## src/rtl/cp0_exc_if.sv

```systemverilog
// Bus between the M-stage pipeline and the CP0 exception controller:
// the instruction context, mfc0/mtc0/eret controls, and the controller's responses.
interface cp0_exc_if;
    logic [31:0] pc;
    logic        m_valid;
    logic        bd;
    logic [4:0]  exccode;
    logic [5:0]  hwint;
    logic [4:0]  addr;
    logic        we;
    logic [31:0] wdata;
    logic        eret;
    logic [31:0] rdata;
    logic [31:0] epc;
    logic        intreq;

    modport master (
        output pc, m_valid, bd, exccode, hwint, addr, we, wdata, eret,
        input  rdata, epc, intreq
    );

    modport slave (
        input  pc, m_valid, bd, exccode, hwint, addr, we, wdata, eret,
        output rdata, epc, intreq
    );
endinterface

```

## src/rtl/cp0_exc_ctrl.sv

```systemverilog
// Coprocessor-0 exception/interrupt controller for the M stage: holds SR, Cause,
// EPC and PRId, raises intreq for enabled interrupts or exceptions, serves mfc0/mtc0.
module cp0_exc_ctrl #(
    parameter logic [31:0] PRID_VAL = 32'h4D49_5053
) (
    input  logic       clk,
    input  logic       reset_n,
    cp0_exc_if.slave   bus
);
    localparam logic [4:0] ADDR_SR    = 5'd12;
    localparam logic [4:0] ADDR_CAUSE = 5'd13;
    localparam logic [4:0] ADDR_EPC   = 5'd14;
    localparam logic [4:0] ADDR_PRID  = 5'd15;

    logic [5:0]  im_q, im_d;
    logic        exl_q, exl_d;
    logic        ie_q, ie_d;
    logic        bd_q, bd_d;
    logic [5:0]  ip_q, ip_d;
    logic [4:0]  exccode_q, exccode_d;
    logic [29:0] epc_q, epc_d;

    logic        int_hit_s;
    logic        exc_hit_s;
    logic        intreq_s;
    logic        sr_wr_s;
    logic        epc_wr_s;
    logic [31:0] sr_s;
    logic [31:0] cause_s;
    logic [31:0] rdata_s;
    logic [31:0] epc_s;
    logic        unused_s;

    // Interrupt/exception detection and the same-cycle EPC forward for eret.
    always_comb begin
        int_hit_s = (|(bus.hwint & im_q)) & ie_q & ~exl_q;
        exc_hit_s = (bus.exccode != 5'd0) & ~exl_q;
        intreq_s  = bus.m_valid & (int_hit_s | exc_hit_s);
        sr_wr_s   = bus.we & (bus.addr == ADDR_SR);
        epc_wr_s  = bus.we & (bus.addr == ADDR_EPC);
        sr_s      = {16'd0, im_q, 8'd0, exl_q, ie_q};
        cause_s   = {bd_q, 15'd0, ip_q, 3'd0, exccode_q, 2'd0};
        epc_s     = (epc_wr_s & ~intreq_s) ? {bus.wdata[31:2], 2'b00} : {epc_q, 2'b00};
        unused_s  = ^bus.pc[1:0];
    end

    // mfc0 read mux; returns stored contents, never the same-cycle write data.
    always_comb begin
        case (bus.addr)
            ADDR_SR:    rdata_s = sr_s;
            ADDR_CAUSE: rdata_s = cause_s;
            ADDR_EPC:   rdata_s = {epc_q, 2'b00};
            ADDR_PRID:  rdata_s = PRID_VAL;
            default:    rdata_s = 32'd0;
        endcase
    end

    // Next-state: a taken exception kills any mtc0/eret issued by the same instruction.
    always_comb begin
        im_d      = im_q;
        exl_d     = exl_q;
        ie_d      = ie_q;
        bd_d      = bd_q;
        ip_d      = bus.hwint;
        exccode_d = exccode_q;
        epc_d     = epc_q;
        if (intreq_s) begin
            exl_d = 1'b1;
            bd_d  = bus.bd;
            if (int_hit_s) begin
                exccode_d = 5'd0;
            end else begin
                exccode_d = bus.exccode;
            end
            if (bus.bd) begin
                epc_d = bus.pc[31:2] - 30'd1;
            end else begin
                epc_d = bus.pc[31:2];
            end
        end else begin
            if (sr_wr_s) begin
                im_d = bus.wdata[15:10];
                ie_d = bus.wdata[0];
            end else begin
                im_d = im_q;
                ie_d = ie_q;
            end
            // eret wins over an SR write of EXL issued in the same cycle.
            if (bus.eret) begin
                exl_d = 1'b0;
            end else if (sr_wr_s) begin
                exl_d = bus.wdata[1];
            end else begin
                exl_d = exl_q;
            end
            if (epc_wr_s) begin
                epc_d = bus.wdata[31:2];
            end else begin
                epc_d = epc_q;
            end
        end
    end

    // CP0 state registers.
    always_ff @(posedge clk or negedge reset_n) begin
        if (!reset_n) begin
            im_q      <= 6'd0;
            exl_q     <= 1'b0;
            ie_q      <= 1'b0;
            bd_q      <= 1'b0;
            ip_q      <= 6'd0;
            exccode_q <= 5'd0;
            epc_q     <= 30'd0;
        end else begin
            im_q      <= im_d;
            exl_q     <= exl_d;
            ie_q      <= ie_d;
            bd_q      <= bd_d;
            ip_q      <= ip_d;
            exccode_q <= exccode_d;
            epc_q     <= epc_d;
        end
    end

    assign bus.rdata  = rdata_s;
    assign bus.epc    = epc_s;
    assign bus.intreq = intreq_s;
endmodule

```

## src/flat_wrapper.sv

```systemverilog
// flat-port wrapper written by rule: the top's interface ports become plain ports
module cp0_exc_ctrl_flat 
#(
    parameter logic [31:0] PRID_VAL = 32'h4D49_5053
)
  (clk, reset_n, bus_pc, bus_m_valid, bus_bd, bus_exccode, bus_hwint, bus_addr, bus_we, bus_wdata, bus_eret, bus_rdata, bus_epc, bus_intreq);
  cp0_exc_if bus_i ();
  input  logic clk;
  input  logic reset_n;
  input wire logic [$bits(bus_i.pc)-1:0] bus_pc;
  input wire logic [$bits(bus_i.m_valid)-1:0] bus_m_valid;
  input wire logic [$bits(bus_i.bd)-1:0] bus_bd;
  input wire logic [$bits(bus_i.exccode)-1:0] bus_exccode;
  input wire logic [$bits(bus_i.hwint)-1:0] bus_hwint;
  input wire logic [$bits(bus_i.addr)-1:0] bus_addr;
  input wire logic [$bits(bus_i.we)-1:0] bus_we;
  input wire logic [$bits(bus_i.wdata)-1:0] bus_wdata;
  input wire logic [$bits(bus_i.eret)-1:0] bus_eret;
  output wire logic [$bits(bus_i.rdata)-1:0] bus_rdata;
  output wire logic [$bits(bus_i.epc)-1:0] bus_epc;
  output wire logic [$bits(bus_i.intreq)-1:0] bus_intreq;
  assign bus_i.pc = bus_pc;
  assign bus_i.m_valid = bus_m_valid;
  assign bus_i.bd = bus_bd;
  assign bus_i.exccode = bus_exccode;
  assign bus_i.hwint = bus_hwint;
  assign bus_i.addr = bus_addr;
  assign bus_i.we = bus_we;
  assign bus_i.wdata = bus_wdata;
  assign bus_i.eret = bus_eret;
  assign bus_rdata = bus_i.rdata;
  assign bus_epc = bus_i.epc;
  assign bus_intreq = bus_i.intreq;
  cp0_exc_ctrl #(.PRID_VAL(PRID_VAL)) u_core (.clk(clk), .reset_n(reset_n), .bus(bus_i));
endmodule
```

## config.mk

```make
export PLATFORM = sky130hd
export DESIGN_NAME = cp0_exc_ctrl_flat
export DESIGN_NICKNAME = d
export VERILOG_FILES = /design/src/rtl/cp0_exc_if.sv /design/src/rtl/cp0_exc_ctrl.sv /design/src/flat_wrapper.sv
export SDC_FILE = /design/constraint.sdc
export NUM_CORES = 1
export LEC_CHECK = 0
export ABC_AREA = 1
export BUFFER_PORTS_ARGS = -buffer_cell sky130_fd_sc_hd__buf_2
export CORE_ASPECT_RATIO = 1.75
export CORE_MARGIN = 2
export CORE_UTILIZATION = 51
export CTS_BUF_LIST = sky130_fd_sc_hd__clkbuf_4
export CTS_CLUSTER_SIZE = 25
export DETAILED_ROUTE_END_ITERATION = 6
export PLACE_DENSITY = 0.91
export SYNTH_ARGS = -nofsm -noshare
export SYNTH_HDL_FRONTEND = slang
export SYNTH_SLANG_ARGS = --single-unit
```

## constraint.sdc

```tcl
create_clock -name clk -period 1.8 [get_ports clk]
set_input_delay 0.27 -clock clk [delete_from_list [all_inputs] [get_ports clk]]
set_output_delay 0.27 -clock clk [all_outputs]
set_load 0.05 [all_outputs]
```

==> impl_summary.log <==
[metrics] vias after detailed routing: between 5000 and 6000
[metrics] proportion of layout cells with a drive suffix above 1: a little over two fifths
[metrics] number of H-tree levels: 2
[metrics] period utilisation layout: 129.3%
[metrics] width of the die: between 60 and 70 um
[metrics] Post-synth EDFFs: 0
[metrics] DRC viols: 0
[metrics] Cell variety after synth: 38
[metrics] gr ovfl total: 0
[metrics] cell with the largest stage delay on the worst path: sky130_fd_sc_hd__dfrtp_1
[metrics] worst clock skew: between 20 and 25 ps
[metrics] Non-Filler Cell Area, Final: 0.005966 mm2
[metrics] max frequency: 429.8 MHz
[metrics] full die area: slightly above 0.008 mm2
[metrics] number of global-route vias before repair: between 5000 and 6000
[metrics] required time of the critical path: about 1500 ps
[metrics] average vias per placed instance: between 6 and 7
[metrics] wire length per cell: 18.67 um
[metrics] outcome: finished with violations
[metrics] Worst slew margin: about three fifths
[metrics] die extent in y: around 120 um
[metrics] clock sink count: 50
[metrics] crit path DAT: 2060 ps
[metrics] Area Growth Syn to Fin: 54.35%
[metrics] starting DRC count in detailed routing: around 570
[metrics] final worst path period need: 2327 ps
[metrics] Core Box Area: approximately 0.0075 mm2
[metrics] worst setup margin: -526.8 ps
[metrics] clock transition at the registers of the reported paths: around 170 ps
[metrics] area share of the leading cell type in the synthesized netlist: about a third
[metrics] Tightest Pin Transition: around 580 ps
[metrics] IO Pins: 151
[metrics] slowest stage delay, CP: about 420 ps
[metrics] violations in the final reports: hold timing, setup timing
[metrics] critical path fanouts, max: 10
[metrics] unrepaired setup endpoints after global routing: yes
[metrics] CTS root buf: sky130_fd_sc_hd__clkbuf_4
[metrics] Max rail drop VDD: 0.0006756 V
[metrics] clock tree from TritonCTS: built
[metrics] count of port buffers added during placement: around 150
[metrics] antenna diode count: 0
[metrics] async set or reset register ratio after synthesis: 100.0%
[metrics] Final GP Congestion: approximately 0.93
[metrics] hpwl dp: around 10000 um
[metrics] Fin Hold WS: -6.092 ps
[metrics] part of the Yosys area used for sequential elements: between 30% and 40%
[metrics] Setup-failing EPs final: a little over 50
[metrics] largest cells by area after synthesis: sky130_fd_sc_hd__dfrtp_1 32%, sky130_fd_sc_hd__nand2_1 18%, sky130_fd_sc_hd__nand3_1 16%
[metrics] power per unit of standard cell area: 993.2 mW/mm2
[metrics] kind of end point of the critical path: output port
[metrics] Leak Pwr: ~3.2 nW
[metrics] all-layer global routing usage: about a third
[metrics] number of nets in the finished design: 886
[metrics] critical path's most frequent cell: sky130_fd_sc_hd__nand2_1
[metrics] number of buffers created by CTS: 5
[metrics] number of maximum-capacitance constraint violations: 0
[metrics] clock tree buffer depth: 2
[metrics] Cell Area, Synth: 0.003865 mm2
[metrics] nature of the critical path startpoint: flop
[metrics] cell area after placement: just over 0.005 mm2
[metrics] first-pass iteration count of the detailed router: 5
[metrics] worst min-delay path category: primary input to flop
[metrics] Primary FF master, synth: sky130_fd_sc_hd__dfrtp_1
[metrics] initial antenna violation count: 0
[metrics] clock insertion delay at the later pin of the skew report: 390 ps
[metrics] global-route wire length before repair: between 20000 and 25000 um
[metrics] cells after synthesis: 583
[metrics] Final Hold Fails: 2
[metrics] Post-Route Utilization: roughly four fifths
[metrics] largest area contributor in the synthesized netlist: sky130_fd_sc_hd__dfrtp_1
[metrics] number of register bits inferred by synthesis: 50
[metrics] CP cell instances: nand2_1 -> nand2_1 -> nor2_2 -> nand2_1 -> nand2_2 -> nand2_4 -> nand2_8 -> buf_12 -> nand3_1 -> nand2_1 -> buf_6
[metrics] maximum number of pins on one net before global-route repair: 31
[metrics] startpoint-to-endpoint class of the critical path: flop to output port
[metrics] # rows: 42
[metrics] pre-CTS worst setup slack: -113.5 ps
[metrics] effective utilization at floorplan: between 50% and 60%
[metrics] Syn Area/Cell: 6.629 um2
[metrics] number of antenna-violating nets in the routed design: 0
[metrics] final max-slew violation count: 0
[metrics] sum of routed wire length over all layers: roughly 17000 um
[metrics] yosys warns: 0
-- cells in the mapped netlist (3+ instances only) --
cell type                  instances
sky130_fd_sc_hd__o21ai_0           8
sky130_fd_sc_hd__buf_4             4
sky130_fd_sc_hd__clkbuf_1          4
sky130_fd_sc_hd__xor2_1            4
sky130_fd_sc_hd__nand4_1           7
sky130_fd_sc_hd__o21bai_1          3
sky130_fd_sc_hd__o21ai_2          10
sky130_fd_sc_hd__dfrtp_1          50
sky130_fd_sc_hd__nor2_1           58
sky130_fd_sc_hd__buf_2             5
sky130_fd_sc_hd__inv_1            49
sky130_fd_sc_hd__nand2_2           8
sky130_fd_sc_hd__buf_6            11
sky130_fd_sc_hd__nor2_2            7
sky130_fd_sc_hd__nand3_1         127
sky130_fd_sc_hd__nand3_2           5
sky130_fd_sc_hd__inv_2             3
sky130_fd_sc_hd__nand2_1         187
sky130_fd_sc_hd__nor2_4            7
-- repair_timing --
| item | in CTS | in global routing |
|---|---|---|
| gates cloned | 1 | 3 |
| setup buffers | 6 | 3 |
| hold endpoints to repair | 17 | 1 |
| gates resized for setup | 95 | 84 |
| endpoints found under the setup margin | 43 | 84 |
| pin swaps | 4 | 5 |
| hold buffers | 2 | 1 |
-- power breakdown --
part	internal, mW	switching, mW	total [mW]	leakage [nW]
registers	1.43	0.300	1.73	0.615
logic	1.27	2.10	3.37	2.53
clock network	0.428	0.394	0.822	0.0528
-- sequential cells by signal, indices dropped and copies added, names as in the netlist --
name and count:
u_core.ie_q 1, u_core.epc_q 30, u_core.exl_q 1, u_core.exccode_q 5
u_core.ip_q 6, u_core.im_q 6, u_core.bd_q 1
-- final timing paths --
kind	startpoint	endpoint	slack, ps	cells past startpoint
min in group asynchronous	reset_n	u_core.epc_q[13]$_DFFE_PN0P_	360	2
hold reg to reg	u_core.exccode_q[2]$_DFFE_PN0N_	u_core.exccode_q[2]$_DFFE_PN0N_	560	2
max in group asynchronous	reset_n	u_core.epc_q[11]$_DFFE_PN0P_	770	3
setup / recovery	u_core.im_q[4]$_DFFE_PN0P_	bus_epc[24]	-530	11
hold / removal	bus_hwint[2]	u_core.ip_q[2]$_DFF_PN0_	-6	1
setup reg to reg	u_core.im_q[4]$_DFFE_PN0P_	u_core.epc_q[5]$_DFFE_PN0P_	-100	14
-- cells by family after synthesis --
logic type / Yosys count / share of synthesized area [%]
other: 1 / 0.09703
adders and majority gates: 1 / 0.3237
buffers and inverters: 80 / 11.01
xor gates and xnor gates: 6 / 1.360
and+or+nand+nor: 416 / 49.47
AOI/OAI and AO/OA: 29 / 5.374
DFF: 50 / 32.37
-- cells in the final DEF (no fill, tap or decap), types with 7 or more instances in the layout --
cell type,n
sky130_fd_sc_hd__dfrtp_1,50
sky130_fd_sc_hd__o21ai_2,10
sky130_fd_sc_hd__nand2_1,157
sky130_fd_sc_hd__buf_12,9
sky130_fd_sc_hd__nand3_1,95
sky130_fd_sc_hd__clkbuf_4,12
sky130_fd_sc_hd__nand2_2,35
sky130_fd_sc_hd__buf_4,76
sky130_fd_sc_hd__nand3_2,36
sky130_fd_sc_hd__nor2_4,7
sky130_fd_sc_hd__buf_2,97
sky130_fd_sc_hd__nor2_1,57
sky130_fd_sc_hd__nor2_2,8
sky130_fd_sc_hd__buf_6,34
sky130_fd_sc_hd__nand4_1,7
sky130_fd_sc_hd__inv_1,48
-- metrics by stage --
stage / TNS [ps] / power, mW / instances
after floorplan: -502.0 / 3.486 / 584
after global placement: -407.8 / 4.152 / 866
after detailed placement: -2206 / 4.229 / 866
after CTS: -12180 / 5.527 / 883
after global routing: -19200 / 6.112 / 888
final: -15370 / 5.925 / 888
-- critical path: cells and delay by family, from the launching register on --
family        cells  cell delay [ps]
flops             1              420
buf+inv           2              310
simple gates      9              900
-- cell type report --
cell class / count / area (um2)
sequential: 50 / 1251
timing repair buffer: 232 / 1812
clock inverter: 3 / 63.81
inverter: 55 / 212.7
multi-input combinational: 455 / 2479
tap: 88 / 110.1
clock buffer: 5 / 37.54
fill: 432 / 1496
-- routing by layer --
layer	vias up	wire, um	GRT usage, %
met4	0	1354	23.68
met2	433	8681	62.20
met3	133	1373	3.892
li1	2313	-	-
met5	-	0	0
met1	2459	5173	35.72
No activity file was read; power rests on OpenSTA's default activity.
